File: src/rtl/counter_chain.sv
// rtl/counter_chain.sv - cascaded modulo-RADIX up/down counter with load, clear, wrap/saturate and sticky overflow
module counter_chain #(
    parameter int DIGITS   = 4,
    parameter int DIGIT_W  = 4,
    parameter int RADIX    = 10,
    parameter int SATURATE = 0
) (
    input  logic                        clk,
    input  logic                        rst,
    input  logic                        ce,
    input  logic                        up,
    input  logic                        load,
    input  logic                        clr,
    input  logic [DIGITS*DIGIT_W-1:0]   di,
    output logic [DIGITS*DIGIT_W-1:0]   q,
    output logic                        ceo,
    output logic                        ovf
);

    localparam logic [DIGIT_W-1:0] MAX = DIGIT_W'(RADIX - 1);

    logic [DIGITS*DIGIT_W-1:0] q_q, q_d;
    logic                      ovf_q, ovf_d;
    logic [DIGITS:0]           cin;
    logic [DIGIT_W-1:0]        dig;
    logic                      terminal;
    logic                      ceo_c;

    always_comb begin
        cin    = '0;
        cin[0] = 1'b1;
        dig    = '0;
        // cin[k] is high when every digit below k sits at its end value for the current direction
        for (int k = 0; k < DIGITS; k++) begin
            dig        = q_q[k*DIGIT_W +: DIGIT_W];
            cin[k+1]   = cin[k] & (up ? (dig == MAX) : (dig == '0));
        end
        terminal = cin[DIGITS];
        ceo_c    = ce & ~load & ~clr & terminal;

        q_d = q_q;
        if (clr) begin
            q_d = '0;
        end else if (load) begin
            for (int k = 0; k < DIGITS; k++) begin
                dig = di[k*DIGIT_W +: DIGIT_W];
                q_d[k*DIGIT_W +: DIGIT_W] = (dig > MAX) ? MAX : dig;
            end
        end else if (ce && !((SATURATE != 0) && terminal)) begin
            for (int k = 0; k < DIGITS; k++) begin
                dig = q_q[k*DIGIT_W +: DIGIT_W];
                if (cin[k]) begin
                    if (up) begin
                        q_d[k*DIGIT_W +: DIGIT_W] = (dig == MAX) ? '0 : dig + DIGIT_W'(1);
                    end else begin
                        q_d[k*DIGIT_W +: DIGIT_W] = (dig == '0) ? MAX : dig - DIGIT_W'(1);
                    end
                end
            end
        end

        ovf_d = clr ? 1'b0 : (ovf_q | ceo_c);
    end

    always_ff @(posedge clk or negedge rst) begin
        if (!rst) begin
            q_q   <= '0;
            ovf_q <= 1'b0;
        end else begin
            q_q   <= q_d;
            ovf_q <= ovf_d;
        end
    end

    assign q   = q_q;
    assign ovf = ovf_q;
    assign ceo = ceo_c;

endmodule

File: config.mk
export PLATFORM = sky130hd
export DESIGN_NAME = counter_chain
export DESIGN_NICKNAME = d
export VERILOG_FILES = /design/src/rtl/counter_chain.sv
export SDC_FILE = /design/constraint.sdc
export NUM_CORES = 1
export LEC_CHECK = 0
export CORE_MARGIN = 1.5
export CORE_UTILIZATION = 51
export DETAILED_ROUTE_END_ITERATION = 8
export PLACE_DENSITY = 0.81
export SLEW_MARGIN = 20
export SYNTH_ARGS = -nofsm -noshare
export SYNTH_HDL_FRONTEND = slang
export SYNTH_SLANG_ARGS = --single-unit
File: constraint.sdc
create_clock -name clk -period 2.85 [get_ports clk]
set_input_delay 0.57 -clock clk [delete_from_list [all_inputs] [get_ports clk]]
set_output_delay 0.57 -clock clk [all_outputs]
set_load 0.02 [all_outputs]
=== Yosys cells after proc, flatten, opt, wreduce, memory -nomap -nowiden ===
Index checks and enable logic that the tools add are counted.
Widths: inputs -> output; s select.

* Shift-type cells: 0
* $add $sub $neg: 8
* Eq/ne operators: 4
* Divide/modulo/power cells: 0
* Multipliers: 0
* Muxes and demuxes: 27
* $lt $le $gt $ge: 4
* Bitwise gates (word level): 9
* Reductions and logical operators: 11

{| class="wikitable"
|+ Operators with widths
! cell !! count
|-
| $mux 4 || 19
|-
| $mux 16 || 3
|-
| $add 4x1->4 const B || 4
|-
| $eq 4x4->1 const B || 4
|-
| $gt 4x4->1 const B || 4
|-
| $logic_not 4->1 || 4
|-
| $sub 4x1->4 const B || 4
|-
| $reduce_bool 3->1 || 4
|-
| $and 1x1->1 || 6
|-
| $reduce_and 2->1 || 3
|-
| $mux 1 || 5
|-
| $not 1->1 || 2
|-
| $or 1x1->1 || 1
|}

* Bits in writable memories: 0
* Bits in read-only memories: 0
* Latch bits: 0
* Register bits: 17
* Output and inout bits: 18
* Logic and storage cells: 68
* Memories kept: 0

=== Logic depth before layout (Yosys ltp) ===
* Depth in word-level cells: 8
* Gate-level depth with buffers: 7
* Gate-level depth less buffers: 7

=== Least setup slack after synthesis ===
Ideal clock, no wire load.

* Path kind: flip-flop to output port
* Start: register q_q[0] (netlist: q[0])
* End: output port ceo
* Required time: 2,280 ps
* Cell stages (with the launch flop): 7
* Arrival: 2,188 ps
* Path slack: 92 ps
* Path through: dfrtp_1 > inv_1 > ha_1 > or3b_4 > nand2_1 > nand4_2 > nor4_1

* Word-level cells in the longest chain between the ends: 6
* Elaborated cells on any way between the ends: 7
* Those cells by class: eq/ne (1); mux (1); bitwise (4); reduce/logical (1)

{| class="wikitable"
|+ Ends and longest elaborated chain
! element !! line !! RTL
|-
| from (decl) || 22 || <nowiki>logic [DIGITS*DIGIT_W-1:0] q_q, q_d;</nowiki>
|-
| from (signal assigned) || 70 || <nowiki>q_q <= q_d;</nowiki>
|-
| $eq 4x4->1 or $logic_not 4->1 (tied branches) || 36 || <nowiki>cin[k+1] = cin[k] & (up ? (dig == MAX) : (dig == '0));</nowiki>
|-
| $mux 1 (*) || 36 ||
|-
| $and 1x1->1 (*) (3 in series) || 36 ||
|-
| $and 1x1->1 (*) || 39 || <nowiki>ceo_c = ce & ~load & ~clr & terminal;</nowiki>
|-
| to (decl) || 16 || <nowiki>output logic ceo,</nowiki>
|}

Mark *: on every way between the ends. The rest lies on a longest branch, timed or not.

=== Final worst setup path ===
* Start: input port up
* End: output port ceo

* Word-level cells in the longest chain between the ends: 5
* Elaborated cells on any way between the ends: 8
* Those cells by class: mux (4); bitwise (4)

{| class="wikitable"
|+ Ends and longest elaborated chain
! element !! line !! RTL
|-
| from (decl) || 11 || <nowiki>input logic up,</nowiki>
|-
| $mux 1 || 36 ||
|-
| $and 1x1->1 (2 in series) || 36 ||
|-
| $and 1x1->1 (*) || 36 ||
|-
| $and 1x1->1 (*) || 39 ||
|}

Marked as above.

==> metrics.md <==
| Metric | Value |
|---|---|
| Status | completed |
| Initial Utilization | 55.2% |
| First-pass GRT wire length | 7050 um |
| Synthesized area | 1730 um^2 |
| Hold path endpoint | ovf$_DFF_PN0_ |
| Most frequent cells in the layout | clkdlybuf4s50_1 (38), buf_4 (24), nor2_1 (18) |
| Clk sink count | 17 |
| Gpl congestion | 0.932 |
| Top Ports | 40 |
| Final hold slack | 530 ps |
| Type of origin of the critical path | input port |
| N_diodes | 0 |
| CTS tree | built |
| Clk pin slew, worst setup/hold paths | 110 ps |
| Number of global-route vias before repair | 1,552 |
| FF+latch count, synth | 17 |
| Async SR Flop Fraction | 100% |
| DRC Markers | 0 |
| Hold Crit Class | flip-flop to flip-flop |
| TNS Setup | 0 ps |
| Worst VDD drop | 0.000185 V |
| Yosys cell types | 58 |
| CP cell instances | clkdlybuf4s50_1, or3_1, nand2_1, nand4_2, nor4_2, buf_2 |
| Vias post-DR | 1,868 |
| Fin crit period | 2750 ps |
| Hold depth | 2 |
| Final setup vio count | 0 |
| Area contributors post-synth | dfrtp_1 (25%), a21oi_1 (4.3%), ha_1 (4.3%) |
| Port bufs | 39 |
| CP top delay family | simple AND/OR/NAND/NOR gates |
| RSZ-0062 raised after global routing | false |
| Synth Net Count | 251 |
| Final Skew | 7.10 ps |
| Cell Pwr Density | 319 nW/um^2 |
| Max_slew headroom | 45.5% |
| Post-CTS setup buffers | 0 |
| Die X | 61.2 um |
| RR Startpoint | q[0]$_DFFE_PN0P_ |
| Reg-to-reg endpoint | ovf$_DFF_PN0_ |
| Post-Syn Instances | 223 |
| Critical Path Sink Type | output port |
| Static Leak | 0.905 nW |
| Post-synth EDFFs | 0 |
| Hold-fix buffers, CTS | 0 |
| Worst Tran Pin Value | 815 ps |
| Number of CTS-inserted buffers | 3 |
| CP bufs+invs | 2 |
| Clock root cell | clkbuf_4 |
| Synthesis-to-layout area growth | 32.1% |
| Req. time, crit path | 2280 ps |
| Final ANT Viol Nets | 0 |
| Yosys top cell by area | dfrtp_1 |
| DP HPWL | 3110 um |
| Slack of the critical path | 99.9 ps |
| Share of cells above drive strength 1 | 14.4% |
| Max-cap check violation count | 0 |
| Max Transition Viols Final | 0 |
| Post-synthesis sequential area ratio | 24.6% |
| Ys flop type | dfrtp_1 |
| Fin. Hold Viols | 0 |
| DR WL/cell | 13.7 um |
| Final core utilization | 72.9% |
| Post-Place Setup Slack | -370 ps |
| CP max FO | 5 |
| H-tree depth | 1 |
| Final wirelength | 4290 um |
| Synth warn | 0 |
| Pre-antenna DRT Iters | 4 |
| Final period util | 96.5% |
| Row cnt | 20 |
| Pin count of the biggest net entering global routing | 31 |
| Most common cell after layout, fill and taps aside | clkdlybuf4s50_1 |
| Remaining Overflow, GRT | 0 |
| Core box area | 3130 um^2 |
| Maximum clock frequency | 364 MHz |
| Clock Latency Late Sink | 300 ps |
| Syn avg cell area | 7.74 um^2 |
| Max incr delay on CP | 510 ps |
| Total track usage | 24.4% |
| Worst reg2reg path depth | 8 |
| Final Power | 0.727 mW |
| R2r setup slk | 750 ps |
| Drt first-iter violations | 182 |
| Hold Path Origin | ovf$_DFF_PN0_ |
| CTS Buffer Depth | 2 |
| Worst setup path class | input port to output port |
| Synth top area share | 24.6% |
| Layout net count | 299 |
| Die Ht | 61.2 um |
| Antenna violations before repair | 0 |
| Slowest library cell on the worst path | clkdlybuf4s50_1 |
| Die footprint | 3740 um^2 |
| Vias per inst | 5.95 |
| CP arrival | 2180 ps |
## repair_timing
item,CTS,global route
gates resized for setup,6,1
endpoints found under the hold margin,0,0
endpoints found under the setup margin,1,1
## cell families (layout without fill, tap and decap cells)
| group | Yosys count | count (layout) | share of synthesized area (%) |
|---|---|---|---|
| AO/OA/AOI/OAI | 70 | 70 | 27.6 |
| XOR/XNOR | 5 | 5 | 2.54 |
| adder cells (fa/ha/maj) | 6 | 6 | 4.35 |
| buffers and inverters | 32 | 79 | 8.77 |
| flip-flops | 17 | 17 | 24.6 |
| multiplexers | 3 | 3 | 1.74 |
| AND/OR/NAND/NOR | 90 | 90 | 30.4 |
## state kept, by name, indices dropped and copies added (netlist names)
register,flops
q,16
ovf,1
## area by class of cell
class / count / area (um^2)
Multi-Input combinational cell: 174 / 1160
Fill cell: 268 / 847
Timing Repair Buffer: 64 / 577
Sequential cell: 17 / 425
Tap cell: 44 / 55.1
Inverter: 11 / 41.3
Clock buffer: 4 / 26.3
## worst max path at each step
stage / slack (ps) / depth (start not counted) / start / end
floorplan: 90 / 6 / q[0]$_DFFE_PN0P_ / ceo
global placement: -380 / 7 / up / ceo
detailed placement: -370 / 7 / up / ceo
CTS: 80 / 6 / up / ceo
global route: 0.1 / 6 / up / ceo
finish: 100 / 6 / up / ceo
## cells in the mapped netlist (3+ instances only)
library cell / number
nor2_1: 18
dfrtp_1: 17
a21oi_1: 15
o21ai_0: 15
nand2_1: 14
nand3_1: 14
inv_1: 11
clkbuf_1: 8
buf_2: 7
nand2b_1: 7
a31oi_1: 6
ha_1: 6
nor3_1: 6
nand3b_1: 5
o211ai_1: 5
a211oi_1: 4
xnor2_1: 4
a221oi_1: 3
a311o_1: 3
mux2i_1: 3
o21a_1: 3
o22ai_1: 3
o31ai_1: 3
## through the flow
| step | instance area [um^2] | std cells |
|---|---|---|
| 3_3_place_gp | 2250 | 310 |
| 2_1_floorplan | 1730 | 223 |
| 3_5_place_dp | 2250 | 310 |
| 4_1_cts | 2270 | 314 |
| 6_report | 2280 | 314 |
| 5_1_grt | 2280 | 314 |
## tightest hold or removal path, delay by kind of cell, from the launching register on
kind                   cells  cell delay [ps]
DFF                        1              400
buffers and inverters      1               50
AOI/OAI and AO/OA          1               50
## where the power goes
part / internal (mW) / switching, mW / total (mW) / leakage (nW)
Combinational: 0.153 / 0.162 / 0.315 / 0.666
Sequential: 0.256 / 0.0201 / 0.277 / 0.224
Clock: 0.0546 / 0.0813 / 0.136 / 0.0150
Total: 0.464 / 0.263 / 0.727 / 0.905
## per-layer routing
| layer | wire length (um) | up-vias | global-route usage, % |
|---|---|---|---|
| li1 | - | 921 | - |
| met1 | 2010 | 864 | 35.2 |
| met2 | 1950 | 78 | 39.8 |
| met3 | 293 | 5 | 1.89 |
| met4 | 40 | 0 | 6.21 |
| met5 | 0 | - | 0 |
No activity file was read; power rests on OpenSTA's default activity.
